$ cat config.mk
export PLATFORM = sky130hd
export DESIGN_NAME = cdc_send
export DESIGN_NICKNAME = d
export VERILOG_FILES = /design/src/rtl/cdc_send_pkg.sv /design/src/rtl/sync_ff.sv /design/src/rtl/cdc_send.sv
export SDC_FILE = /design/constraint.sdc
export NUM_CORES = 1
export LEC_CHECK = 0
export ABC_AREA = 0
export CELL_PAD_IN_SITES_DETAIL_PLACEMENT = 1
export CELL_PAD_IN_SITES_GLOBAL_PLACEMENT = 2
export CORE_AREA = 3 3 80 67
export CTS_CLUSTER_SIZE = 14
export DETAILED_ROUTE_END_ITERATION = 12
export DIE_AREA = 0 0 83 70
export DONT_BUFFER_PORTS = 1
export GPL_TIMING_DRIVEN = 0
export HOLD_SLACK_MARGIN = 0.08
export PLACE_DENSITY_LB_ADDON = 0.1
export SYNTH_ARGS = -nofsm -noshare
export SYNTH_HDL_FRONTEND = slang
export SYNTH_SLANG_ARGS = --single-unit
export TNS_END_PERCENT = 1
$ cat constraint.sdc
create_clock -name clk -period 5.3 [get_ports clk]
set_input_delay 0.795 -clock clk [delete_from_list [all_inputs] [get_ports clk]]
set_output_delay 0.795 -clock clk [all_outputs]
set_load 0.02 [all_outputs]
$ cat src/rtl/cdc_send_pkg.sv
// Shared types for the cdc_send handshake sender: FSM state encoding and a
// constant clog2 used to size the timeout counter.
package cdc_send_pkg;

  typedef enum logic [1:0] {
    ST_IDLE    = 2'd0,
    ST_SETUP   = 2'd1,
    ST_REQ     = 2'd2,
    ST_RELEASE = 2'd3
  } state_t;

  // SETUP is bounded to 1..15, so four bits cover the setup count.
  localparam int SETUP_CW = 4;

  function automatic int clog2(input int v);
    int r;
    r = 0;
    for (int i = 0; i < 32; i++) begin
      if ((64'd1 << i) < 64'(v)) r = i + 1;
    end
    return r;
  endfunction

endpackage

$ cat src/rtl/sync_ff.sv
// STAGES-deep single-bit synchronizer for an asynchronous input; q lags d by
// STAGES clocks, no backpressure, resets asynchronously to 0.
module sync_ff #(
  parameter int STAGES = 3
) (
  input  logic clk,
  input  logic arstn,
  input  logic d,
  output logic q
);

  logic [STAGES-1:0] chain;

  always_ff @(posedge clk or negedge arstn) begin
    if (!arstn) chain <= '0;
    else        chain <= {chain[STAGES-2:0], d};
  end

  assign q = chain[STAGES-1];

endmodule

$ cat src/rtl/cdc_send.sv
// 4-phase req/ack sender: word held on tx_data, tx_req raised SETUP clocks after
// accept; done after 1+SETUP+2*SYNC+2 clocks best case. ready low while busy or ack_s high.
module cdc_send
  import cdc_send_pkg::*;
#(
  parameter int WIDTH   = 8,
  parameter int SYNC    = 3,
  parameter int SETUP   = 1,
  parameter int TIMEOUT = 1023
) (
  input  logic             clk,
  input  logic             arstn,
  input  logic [WIDTH-1:0] din,
  input  logic             valid,
  output logic             ready,
  output logic [WIDTH-1:0] tx_data,
  output logic             tx_req,
  input  logic             tx_ack,
  output logic             done,
  output logic             err
);

  localparam int TW = (clog2(TIMEOUT + 1) < 1) ? 1 : clog2(TIMEOUT + 1);
  localparam bit TMO_EN = (TIMEOUT != 0);
  localparam logic [TW-1:0] TMO_LAST = TW'((TIMEOUT > 0) ? TIMEOUT - 1 : 0);
  localparam logic [TW-1:0] TMR_MAX = '1;
  localparam logic [SETUP_CW-1:0] SETUP_LAST = SETUP_CW'(SETUP - 1);

  logic                ack_s;
  state_t              state_q, state_d;
  logic [WIDTH-1:0]    data_q, data_d;
  logic                req_q, req_d;
  logic                done_q, done_d;
  logic                err_q, err_d;
  logic                errd_q, errd_d;
  logic [TW-1:0]       tmr_q, tmr_d;
  logic [SETUP_CW-1:0] scnt_q, scnt_d;
  logic                tmr_hit;

  sync_ff #(.STAGES(SYNC)) u_ack_sync (
    .clk  (clk),
    .arstn(arstn),
    .d    (tx_ack),
    .q    (ack_s)
  );

  assign tmr_hit = TMO_EN && (tmr_q == TMO_LAST);
  assign ready   = (state_q == ST_IDLE) && !ack_s;

  always_comb begin
    state_d = state_q;
    data_d  = data_q;
    req_d   = req_q;
    done_d  = 1'b0;
    err_d   = 1'b0;
    errd_d  = errd_q;
    scnt_d  = scnt_q;
    tmr_d   = (tmr_q == TMR_MAX) ? tmr_q : tmr_q + 1'b1;
    case (state_q)
      ST_IDLE: begin
        if (valid && ready) begin
          data_d  = din;
          tmr_d   = '0;
          scnt_d  = '0;
          errd_d  = 1'b0;
          state_d = ST_SETUP;
        end
      end
      ST_SETUP: begin
        if (scnt_q == SETUP_LAST) begin
          req_d   = 1'b1;
          tmr_d   = '0;
          state_d = ST_REQ;
        end else begin
          scnt_d = scnt_q + 1'b1;
        end
      end
      ST_REQ: begin
        if (ack_s) begin
          req_d   = 1'b0;
          tmr_d   = '0;
          state_d = ST_RELEASE;
        end else if (tmr_hit) begin
          req_d   = 1'b0;
          err_d   = 1'b1;
          errd_d  = 1'b1;
          tmr_d   = '0;
          state_d = ST_RELEASE;
        end
      end
      ST_RELEASE: begin
        // errd_q keeps a transfer from reporting both err and done.
        if (!ack_s) begin
          done_d  = !errd_q;
          tmr_d   = '0;
          state_d = ST_IDLE;
        end else if (tmr_hit) begin
          err_d   = !errd_q;
          errd_d  = 1'b1;
          tmr_d   = '0;
          state_d = ST_IDLE;
        end
      end
      default: state_d = ST_IDLE;
    endcase
  end

  always_ff @(posedge clk or negedge arstn) begin
    if (!arstn) begin
      state_q <= ST_IDLE;
      data_q  <= '0;
      req_q   <= 1'b0;
      done_q  <= 1'b0;
      err_q   <= 1'b0;
      errd_q  <= 1'b0;
      tmr_q   <= '0;
      scnt_q  <= '0;
    end else begin
      state_q <= state_d;
      data_q  <= data_d;
      req_q   <= req_d;
      done_q  <= done_d;
      err_q   <= err_d;
      errd_q  <= errd_d;
      tmr_q   <= tmr_d;
      scnt_q  <= scnt_d;
    end
  end

  assign tx_data = data_q;
  assign tx_req  = req_q;
  assign done    = done_q;
  assign err     = err_q;

endmodule

* Word-level counts from Yosys, hierarchy flattened
Cells that the tools add are included.
Storage, ports and cells: flip-flop bits (word level) 31, bits of input ports 12, output and inout port bits 12, logic and storage cells 70
Operators by class: $add $sub $neg 2, equality and inequality tests 12, multiplexer cells 33, reduce and logical (&&, ||, !) cells 14
Operator list (count):
- two-way mux 10 bit | 6
- one-hot mux 10 bit (4 select lines) | 1
- == test 10 bit (second input constant) | 2
- two-way mux 1 bit | 13
- two-way mux 2 bit | 6
- adder 10 x 1 -> 10 bit (second input constant) | 1
- two-way mux 4 bit | 2
- one-hot mux 2 bit (4 select lines) | 1
- one-hot mux 4 bit (2 select lines) | 1
- AND reduction 4 bit | 2
- != test 2 bit (second input constant) | 3
- AND reduction 3 bit | 2
- adder 4 x 1 -> 4 bit (second input constant) | 1
- == test 2 bit (second input constant) | 2
- zero test 4 bit | 1
- != test 2 x 1 -> 1 bit (second input constant) | 2
- one-hot mux 1 bit (2 select lines) | 2
- nonzero test 2 bit | 2
- != test 3 x 2 -> 1 bit (second input constant) | 1
- != test 3 bit (second input constant) | 1
- one-hot mux 1 bit (3 select lines) | 1
- nonzero test 3 bit | 1
- == test 2 x 1 -> 1 bit (second input constant) | 1
- logical AND 1 bit | 2
- 3 further kinds | 4

* Longest topological paths before layout
Gate-level depths: netlist of run 1.
depth after elaboration 5, gate-level depth with buffers 8, mapped depth without buffers 6

* Hierarchy
Synthesis of run 1 repeated with hierarchy kept, for this count alone.
Unflattened totals: cell total of the unflattened synthesis 159, area, all modules 1625.3 um^2
Modules (own cells, without submodules):
- cdc_send | instances 1, cells an instance 156, area an instance 1550.2 um^2, seq. area each 700.7 um^2
- sync_ff | instances 1, cells an instance 3, area an instance 75.1 um^2, seq. area each 75.1 um^2

* Worst setup path before layout of run 1
Ideal clock, no wire load.
path kind register to output, start reg state_q[0], end out ready, data arrival time 1121 ps, required time 4505 ps, slack 3384 ps, stages on the path, launching flop included 5, buffers on the path 1, cell sequence dfrtp_1 inv_1 ha_1 clkbuf_8 nor2b_1
On the way: cells in the longest elaborated chain, start to end 2
Ends and longest elaborated chain:
- from (decl) | line cdc_send.sv:30 | state_t state_q, state_d;
- from (signal assigned) | line cdc_send.sv:119 | state_q <= state_d;
- zero test 2 bit | line cdc_send.sv:48 | assign ready = (state_q == ST_IDLE) && !ack_s;
- logical AND 1 bit | line cdc_send.sv:48
- to (decl) | line cdc_send.sv:15 | output logic ready,
No other way between the ends.

* Worst setup path after layout of run 1
Ends and elaborated chain as after synthesis.

==> results of run 1 <==
-- power breakdown --
part / total (mW) / internal (mW) / switching [mW]
Sequential: 0.379 / 0.292 / 0.0875
Combinational: 0.267 / 0.118 / 0.148
Clock: 0.247 / 0.152 / 0.0947
-- worst max-delay path by stage --
| stage | startpoint | to | slack [ps] | cells past startpoint |
|---|---|---|---|---|
| finish | state_q[0] | ready | 2970 | 4 |
| global route | state_q[1] | ready | 2890 | 4 |
| CTS | state_q[0] | ready | 2950 | 4 |
| detailed placement | scnt_q[0] | tmr_q[9] | 3250 | 7 |
| global placement | scnt_q[0] | tmr_q[9] | 3270 | 7 |
| floorplan | state_q[0] | ready | 3380 | 4 |
-- registers in the layout, indices dropped and copies added, names as in the netlist --
register	count
tmr_q	10
state_q	2
tx_req	1
err	1
done	1
u_ack_sync.chain	3
scnt_q	4
tx_data	8
errd_q	1
-- synth_stat cells, drive strengths merged, types with 5 or more instances --
cell and count:
and4 5, and3 5, a21oi 12, ha 9, mux2 9, buf 5
inv 8, nand2 5, a211oi 8, nor2 9, o21ai 5, dfrtp 31
-- metrics by stage --
stage | worst slack (ps) | utilization | cells | power [mW]
3_3_place_gp | 3270 | 0.3675 | 203 | 0.6437
3_5_place_dp | 3255 | 0.3675 | 203 | 0.6584
6_report | 2974 | 0.3932 | 211 | 0.8925
2_1_floorplan | 3384 | - | 143 | 0.5904
5_1_grt | 2892 | 0.3932 | 211 | 0.9581
4_1_cts | 2946 | 0.3932 | 211 | 0.9108
-- final cells by class --
| type | count | area (um2) | share of cell area |
|---|---|---|---|
| Inverter | 8 | 30.03 | 0.01671 |
| Buffer | 7 | 55.05 | 0.03064 |
| Clock buffer | 6 | 82.58 | 0.04596 |
| Tap cell | 60 | 75.07 | 0.04178 |
| Multi-Input combinational cell | 97 | 743.2 | 0.4136 |
| Clock inverter | 2 | 35.03 | 0.01950 |
| Sequential cell | 31 | 775.7 | 0.4318 |
-- layer usage --
layer  GRT usage  vias up  part of all wire
met5           0        -                 0
met4     0.07078        0             0.022
met3     0.04481        7             0.059
met2      0.1931       28              0.44
met1      0.1628      551              0.47
li1            -      528                 -
-- cell families (layout without fill, tap and decap cells) --
kind of cell / after synthesis / count (layout)
and+or+nand+nor: 43 / 43
AOI/OAI and AO/OA: 31 / 31
DFF: 31 / 31
buffers and inverters: 15 / 23
muxes: 13 / 13
adders and majority gates: 9 / 9
xor gates and xnor gates: 1 / 1
==> impl_results.md, run 1 <==
- Cell Pwr Density: 496.7 mW/mm2
- Port Buf Inserts: 0
- Total standard cell area after synthesis: 0.001604 mm2
- Initial core utilization: 0.3510
- Resized Gates After CTS: 0
- Area growth from synthesis to layout: 12.01%
- Global routing usage summed across all routing layers: 0.1291
- # H-tree levels: 2
- Die extent in y: 70 um
- Ys async rst share: 1.000
- Setup CP Type: register to output port
- Buffer type at the clock tree root: clkbuf_8
- Flop2flop setup slack: 3270 ps
- Largest net degree at the start of global routing: 32
- Max stage delay on crit path: 400 ps
- Transition at the pin with the smallest max-transition slack: 532.2 ps
- Drt total wl: 3.388 mm
- Post-Synth Adder-Cell Area: 0.07020
- Max-slew headroom at the worst pin: 0.6452
- Number of max-capacitance violations reported: 0
- Maximum VDD drop: 255.2 uV
- Via density: 5.280
- Share of the synthesized netlist area taken by xor and xnor gates: 0.005460
- Clock-pin transition on the worst setup and hold timing paths: 70 ps
- Cell accounting for the most synthesized area: dfrtp_1
- Cell count after synthesis: 143
- Leakage: 0.7988 nW
- Worst hold slack: 194.1 ps
- Flops & latches, synth: 31
- First-pass iteration count of the detailed router: 4
- Total number of vias: 1114
- Result of the run: finished, final reports clean
- Die area: 0.005810 mm2
- Synthesized-area fraction occupied by ao, oa, aoi and oai cells: 0.1342
- Total negative setup slack: 0 ps
- Width of the die: 83 um
- Routability-driven placement congestion ratio: 0.7420
- End of the worst register-to-register path: tmr_q[9]
- Worst EP arrival: 1530 ps
- Fraction of the cycle the final worst path needs: 0.4389
- Fraction of layout cells with a size suffix above 1: 0.1788
- CP max FO: 10
- Post-Syn Nets: 164
- FF-to-FF path depth: 7
- Share of Yosys cell area claimed by the top area cell type: 0.4836
- Residual DRC: 0
- Ys flop type: dfrtp_1
- Most used cells in the layout excluding fill and tap cells: 31 x dfrtp_1, 12 x a21oi_1, 9 x nor2_1, 9 x ha_1
- Multiplexer area fraction after synthesis: 0.08814
- Number of distinct library cells after synthesis: 35
- Main area contributors after synthesis: dfrtp_1 48%, ha_1 7.0%, mux2_2 5.6%
- Post-synthesis sequential area ratio: 0.4836
- Combined buffer and inverter count along the critical path: 2
- Path class of the lowest-slack min-delay path: input port to asynchronous set/reset pin
- Period minus WS final: 2326 ps
- Top delay family on crit path: flip-flops
- Number of antenna violations at the first check in global routing: 0
- Worst-path cell with the longest stage delay: dfrtp_1
- Overflow left after global routing: 0
- Commonest non-fill, non-tap cell in the layout: dfrtp_1
- DR iter-0 viols: 34
- Site Rows: 22
- Via count of the first global-routing pass: 1152
- Critical Path RT: 4510 ps
- Critical path startpoint category: register
- EDFF count, synth: 0
- Post-route ant nets: 0
- Std-Cell Core Area: 0.004569 mm2
- Inserted Diodes: 0
- Max Fclk: 429.9 MHz
- # IOs: 24
- Final Slew Violations: 0
- Warning count from the yosys run: 0
- Crit Reg-Reg Startpoint: scnt_q[0]
- Clock tree skew after final layout: 3.963 ps
- Buffers inserted by post-CTS timing repair: 0
- Setup repair after global routing missed its margin: false
- Max Buffers Root-to-Sink: 2
- Post-Synth Simple-Gate Area: 0.1654
- Wire length of the first global-routing pass: 5.844 mm
- Number of clock sinks: 31
- Number of clock buffers inserted by TritonCTS: 5
- Avg Inst Size Synth: 11.22 um2
- Worst-skew pair later-pin latency: 290 ps
- Clock tree from TritonCTS: built
- Average detailed-routed wire length per instance: 16.06 um
- Hold_buf cts: 0
- Fillers: 528
- Sort of element at the end of the critical path: output port
- Summed area of non-filler cells in the final layout: 0.001797 mm2
- Setup violators final: 0
- Placement-stage cell area: 0.001679 mm2
- Combinational family with the most area after synthesis: simple AND/OR/NAND/NOR gates
- Ordered cell list for the critical path: inv_1 -> ha_1 -> clkbuf_8 -> nor2b_1
- Detail Placement HPWL: 2.407 mm
- Hold Vio Cnt, Final: 0
- Nets@finish: 171
Power figures use the tool's default switching activity.
==> run 2: changes to the inputs <==
==> constraint.sdc (replaced) <==
create_clock -name clk -period 2.1 [get_ports clk]
set_input_delay 0.315 -clock clk [delete_from_list [all_inputs] [get_ports clk]]
set_output_delay 0.315 -clock clk [all_outputs]
set_load 0.02 [all_outputs]
==> run 2 against run 1 <==
Global-route usage grew 0.13 points. Flip-flop and latch count is the same. Wire length grew 1.3%. Die area is the same. Critical path type is now register to register.
==> impl_results.md, run 2 (synthesis gave the netlist of run 1 again) <==
- Maximum VDD drop: 652.9 uV
- Number of max-capacitance violations reported: 0
- Std-Cell Core Area: 0.004569 mm2
- Die area: 0.005810 mm2
- Wire length of the first global-routing pass: 5.878 mm
- Share of total power in combinational logic: 0.320
- Period minus WS final: 1970 ps
- Fin util: 0.4058
- Multi-input gate area in the final layout: 745.7 um2
- Via count of the first global-routing pass: 1162
- # IOs: 24
- Number of clock sinks: 31
- Die extent in y: 70 um
- Via density: 5.259
- Overflow left after global routing: 0
- Setup CP Type: register to register
- Crit Reg-Reg Startpoint: scnt_q[0]
- Hold Vio Cnt, Final: 0
- Max-slew headroom at the worst pin: 0.7142
- Number of clock buffers inserted by TritonCTS: 5
- Total negative setup slack: 0 ps
- Average detailed-routed wire length per instance: 15.89 um
- CP max FO: 7
- Total number of vias: 1136
- Transition at the pin with the smallest max-transition slack: 427.9 ps
- Switching portion of total power: 0.3687
- Fraction of layout cells with a size suffix above 1: 0.1987
- Clock-pin transition on the worst setup and hold timing paths: 70 ps
- Cell Pwr Density: 1251 mW/mm2
- Sort of element at the end of the critical path: register
- Width of the die: 83 um
- Drt total wl: 3.433 mm
- Flop2flop setup slack: 130 ps
- Area growth from synthesis to layout: 15.60%
- Commonest non-fill, non-tap cell in the layout: dfrtp_1
- DR iter-0 viols: 33
- End of the worst register-to-register path: tmr_q[4]
- Critical Path RT: 2260 ps
- Worst slack after detailed placement: 54.63 ps
- Worst Slack Setup Final: 130.4 ps
- Site Rows: 22
- Port Buf Inserts: 0
- # H-tree levels: 2
- Crit path to: tmr_q[4]
- Depth of the worst hold-timing path: 1
- Internal: 1.465 mW
- Worst-skew pair later-pin latency: 290 ps
- Largest net degree at the start of global routing: 32
- Max Buffers Root-to-Sink: 2
- Inserted Diodes: 0
- Start point of the critical path: scnt_q[0]
- Fillers: 526
- Routability-driven placement congestion ratio: 0.7420
- Critical path startpoint category: register
- Switching component of the power: 855.4 uW
- Final Slew Violations: 0
- Total power draw: 2.320 mW
- Initial core utilization: 0.3510
- Result of the run: finished, final reports clean
- Clock tree skew after final layout: 3.393 ps
- Setup repair after global routing missed its margin: false
- Worst EP arrival: 2130 ps
- Clock network fraction of design power: 0.268
- Number of antenna violations at the first check in global routing: 0
- Residual DRC: 0
- Leakage: 0.8281 nW
- Buffer type at the clock tree root: clkbuf_8
- Global routing usage summed across all routing layers: 0.1303
- FF-to-FF path depth: 8
- Register area: 775.7 um2
- Most used cells in the layout excluding fill and tap cells: 31 x dfrtp_1, 12 x a21oi_1, 9 x nor2_1, 9 x ha_1
- Largest reg by FF count: tmr_q
- Nets@finish: 176
- Detail Placement HPWL: 2.407 mm
- Setup violators final: 0
- Post-route ant nets: 0
- Fraction of the cycle the final worst path needs: 0.9379
- Max Fclk: 507.7 MHz
- Path class of the lowest-slack min-delay path: input port to register
- Number of flip-flops in the largest register: 10
- First-pass iteration count of the detailed router: 5
- Worst hold slack: 178.2 ps
- Clock tree from TritonCTS: built
- Part of the power in registers: 0.412
## run 2: cell count changes in the layout (fill, tap and decap cells not counted), sizes merged
cell | previous run | this run
dlygate4sd3 | 0 | 2
buf | 5 | 8
## run 2: worst max-delay path, stage by stage (launching register included)
cell	delay, ps
dfrtp_1	420
inv_1	70
ha_1	140
or3b_1	370
and2_4	170
buf_6	130
o31ai_4	290
buf_4	190
a211oi_1	50
## run 2: area by class of cell
cell class / instances / area share
Sequential cell: 31 / 0.4184
Clock buffer: 6 / 0.04453
Clock inverter: 2 / 0.01889
Buffer: 7 / 0.02969
Inverter: 8 / 0.01619
Tap cell: 60 / 0.04049
Timing Repair Buffer: 5 / 0.02969
Multi-Input combinational cell: 97 / 0.4022
## run 2: power groups by stage
stage | sequential [mW] | combinational [mW] | clock, mW
after floorplan | 0.939 | 0.551 | 0
after global placement | 0.964 | 0.660 | 0
after detailed placement | 0.971 | 0.691 | 0
after CTS | 0.960 | 0.712 | 0.647
after global routing | 0.981 | 0.828 | 0.683
final | 0.956 | 0.743 | 0.621
## run 2: how the worst min path moves through the flow
stage / startpoint / endpoint / slack (ps)
2_1_floorplan: arstn / done / 20
3_5_place_dp: arstn / scnt_q[0] / 20
3_3_place_gp: arstn / scnt_q[1] / 20
6_report: din[0] / tx_data[0] / 180
5_1_grt: din[6] / tx_data[6] / 150
4_1_cts: din[0] / tx_data[0] / 160
## run 2: what timing repair did
action                                 4_1_cts  5_1_grt
buffers inserted                             0        2
endpoints found under the hold margin       32        0
setup endpoints to repair                    0       11
hold buffers                                 3        0
gates resized for setup                      0        2
## run 2: stage by stage
stage	area, um2	cells
finish	1854	216
CTS	1837	214
global route	1854	216
global placement	1679	203
detailed placement	1679	203
floorplan	1604	143
## run 2: per-layer routing
layer / vias up / share of wire / track usage
met5: - / 0 / 0
met4: 0 / 0.021 / 0.07078
met3: 7 / 0.051 / 0.04245
met2: 26 / 0.45 / 0.1975
met1: 566 / 0.48 / 0.1642
li1: 537 / - / -
==> run 3: changes to the inputs <==
==> constraint.sdc (replaced) <==
create_clock -name clk -period 2.35 [get_ports clk]
set_input_delay 0.3525 -clock clk [delete_from_list [all_inputs] [get_ports clk]]
set_output_delay 0.3525 -clock clk [all_outputs]
set_load 0.02 [all_outputs]
==> run 3 against run 2 <==
Combinational power decreased by 17%. Wire length is essentially flat. Register-to-register slack improved by 190 ps. Hold slack improved by 35 ps. Worst setup slack improved by 190 ps. Fmax decreased by 2.8%. Flip-flop and latch count stayed put. Critical path type unchanged.
==> impl_results.md, run 3 (synthesis gave the netlist of run 1 again) <==
- Width of the die: 83 um
- Number of clock sinks: 31
- Worst EP arrival: 2180 ps
- # IOs: 24
- Total negative setup slack: 0 ps
- Die area: 0.005810 mm2
- Critical path startpoint category: register
- DR iter-0 viols: 34
- Area growth from synthesis to layout: 14.51%
- Critical Path RT: 2500 ps
- Wire length of the first global-routing pass: 5.878 mm
- Fraction of the cycle the final worst path needs: 0.8625
- Met2 Resource Use GR: 0.1975
- Start point of the critical path: scnt_q[0]
- Final Slew Violations: 0
- Path class of the lowest-slack min-delay path: input port to register
- GR met3 Demand/Resource: 0.04245
- Met1 usage in global routing: 0.1642
- CP max FO: 10
- Hold Vio Cnt, Final: 0
- Buffers inserted by post-CTS timing repair: 0
- Resized Gates After CTS: 0
- Crit Reg-Reg Startpoint: scnt_q[0]
- Global routing usage summed across all routing layers: 0.1303
- First-pass iteration count of the detailed router: 4
- Initial core utilization: 0.3510
- Largest net degree at the start of global routing: 32
- Fillers: 524
- Number of max-capacitance violations reported: 0
- Detail Placement HPWL: 2.407 mm
- Worst-skew pair later-pin latency: 290 ps
- Hold_buf cts: 3
- Number of antenna violations at the first check in global routing: 0
- Maximum VDD drop: 576.0 uV
- Setup repair after global routing missed its margin: false
- GR peak layer: met2
- Overflow left after global routing: 0
- Transition at the pin with the smallest max-transition slack: 532.5 ps
- Sort of element at the end of the critical path: register
- Drt total wl: 3.432 mm
- # H-tree levels: 2
- Post-route ant nets: 0
- Via density: 5.285
- Fin util: 0.4020
- Nets@finish: 174
- Most used cells in the layout excluding fill and tap cells: 31 x dfrtp_1, 12 x a21oi_1, 9 x nor2_1, 9 x ha_1
- Max Fclk: 493.4 MHz
- Max-slew headroom at the worst pin: 0.6450
- Commonest non-fill, non-tap cell in the layout: dfrtp_1
- Clock-pin transition on the worst setup and hold timing paths: 70 ps
- Clock tree from TritonCTS: built
- Leakage: 0.8165 nW
- Setup CP Type: register to register
- Number of clock buffers inserted by TritonCTS: 5
- Routability-driven placement congestion ratio: 0.7420
- Setup violators final: 0
- Clock tree skew after final layout: 3.186 ps
- Launch instance of the worst min-delay path: din[0]
- Result of the run: finished, final reports clean
- Number of flip-flops in the largest register: 10
- Max Buffers Root-to-Sink: 2
- Period minus WS final: 2027 ps
- Cell Pwr Density: 1106 mW/mm2
- Buffer type at the clock tree root: clkbuf_8
- Via count of the first global-routing pass: 1162
- Total number of vias: 1131
- Std-Cell Core Area: 0.004569 mm2
- Port Buf Inserts: 0
- Largest reg by FF count: tmr_q
- Fraction of layout cells with a size suffix above 1: 0.1818
- Average detailed-routed wire length per instance: 16.04 um
- Die extent in y: 70 um
- Residual DRC: 0
- Site Rows: 22
- Inserted Diodes: 0
run 3: metrics by stage:
stage	total power, mW	std cells	setup WS, ps	hold slack (ps)	cell area (um2)
final	2.031	214	323.2	213.2	1837
after global routing	2.182	214	173.3	192.1	1837
after CTS	2.072	214	282.1	200.7	1837
after detailed placement	1.485	203	304.6	57.83	1679
after floorplan	1.332	143	509.4	56.91	1604
after global placement	1.452	203	319.6	57.72	1679
run 3: layout make-up:
class	count	area (um2)	area share
inverter	8	30.03	0.01635
clock inverter	2	35.03	0.01907
timing repair buffer	3	40.04	0.02180
tap	60	75.07	0.04087
multi-input combinational	97	743.2	0.4046
sequential	31	775.7	0.4223
buffer	7	55.05	0.02997
clock buffer	6	82.58	0.04496
run 3: final timing paths:
check / to / slack (ps) / cells after the start
setup / recovery: tmr_q[9] / 320 / 7
hold / removal: tx_data[0] / 210 / 1
setup reg to reg: tmr_q[9] / 320 / 7
hold reg to reg: u_ack_sync.chain[2] / 360 / 0
max in group asynchronous: tmr_q[8] / 1670 / 2
min in group asynchronous: tx_data[0] / 510 / 2
run 3: routing by layer:
layer,part of all wire,routed length [um]
met3,0.054,184
met2,0.45,1556
met4,0.022,74
met1,0.47,1617
met5,0,0
run 3: power by group:
group,switching (mW),internal (mW)
logic,0.346,0.273
registers,0.197,0.658
clock network,0.214,0.343
total,0.757,1.27
run 3: worst max-delay path: stages, from the launching register on:
cell and delay [ps]:
dfrtp_1 420, inv_1 70, ha_1 140, or3b_1 370, and2_4 170, buf_6 130
o31ai_4 450, nor3_1 120
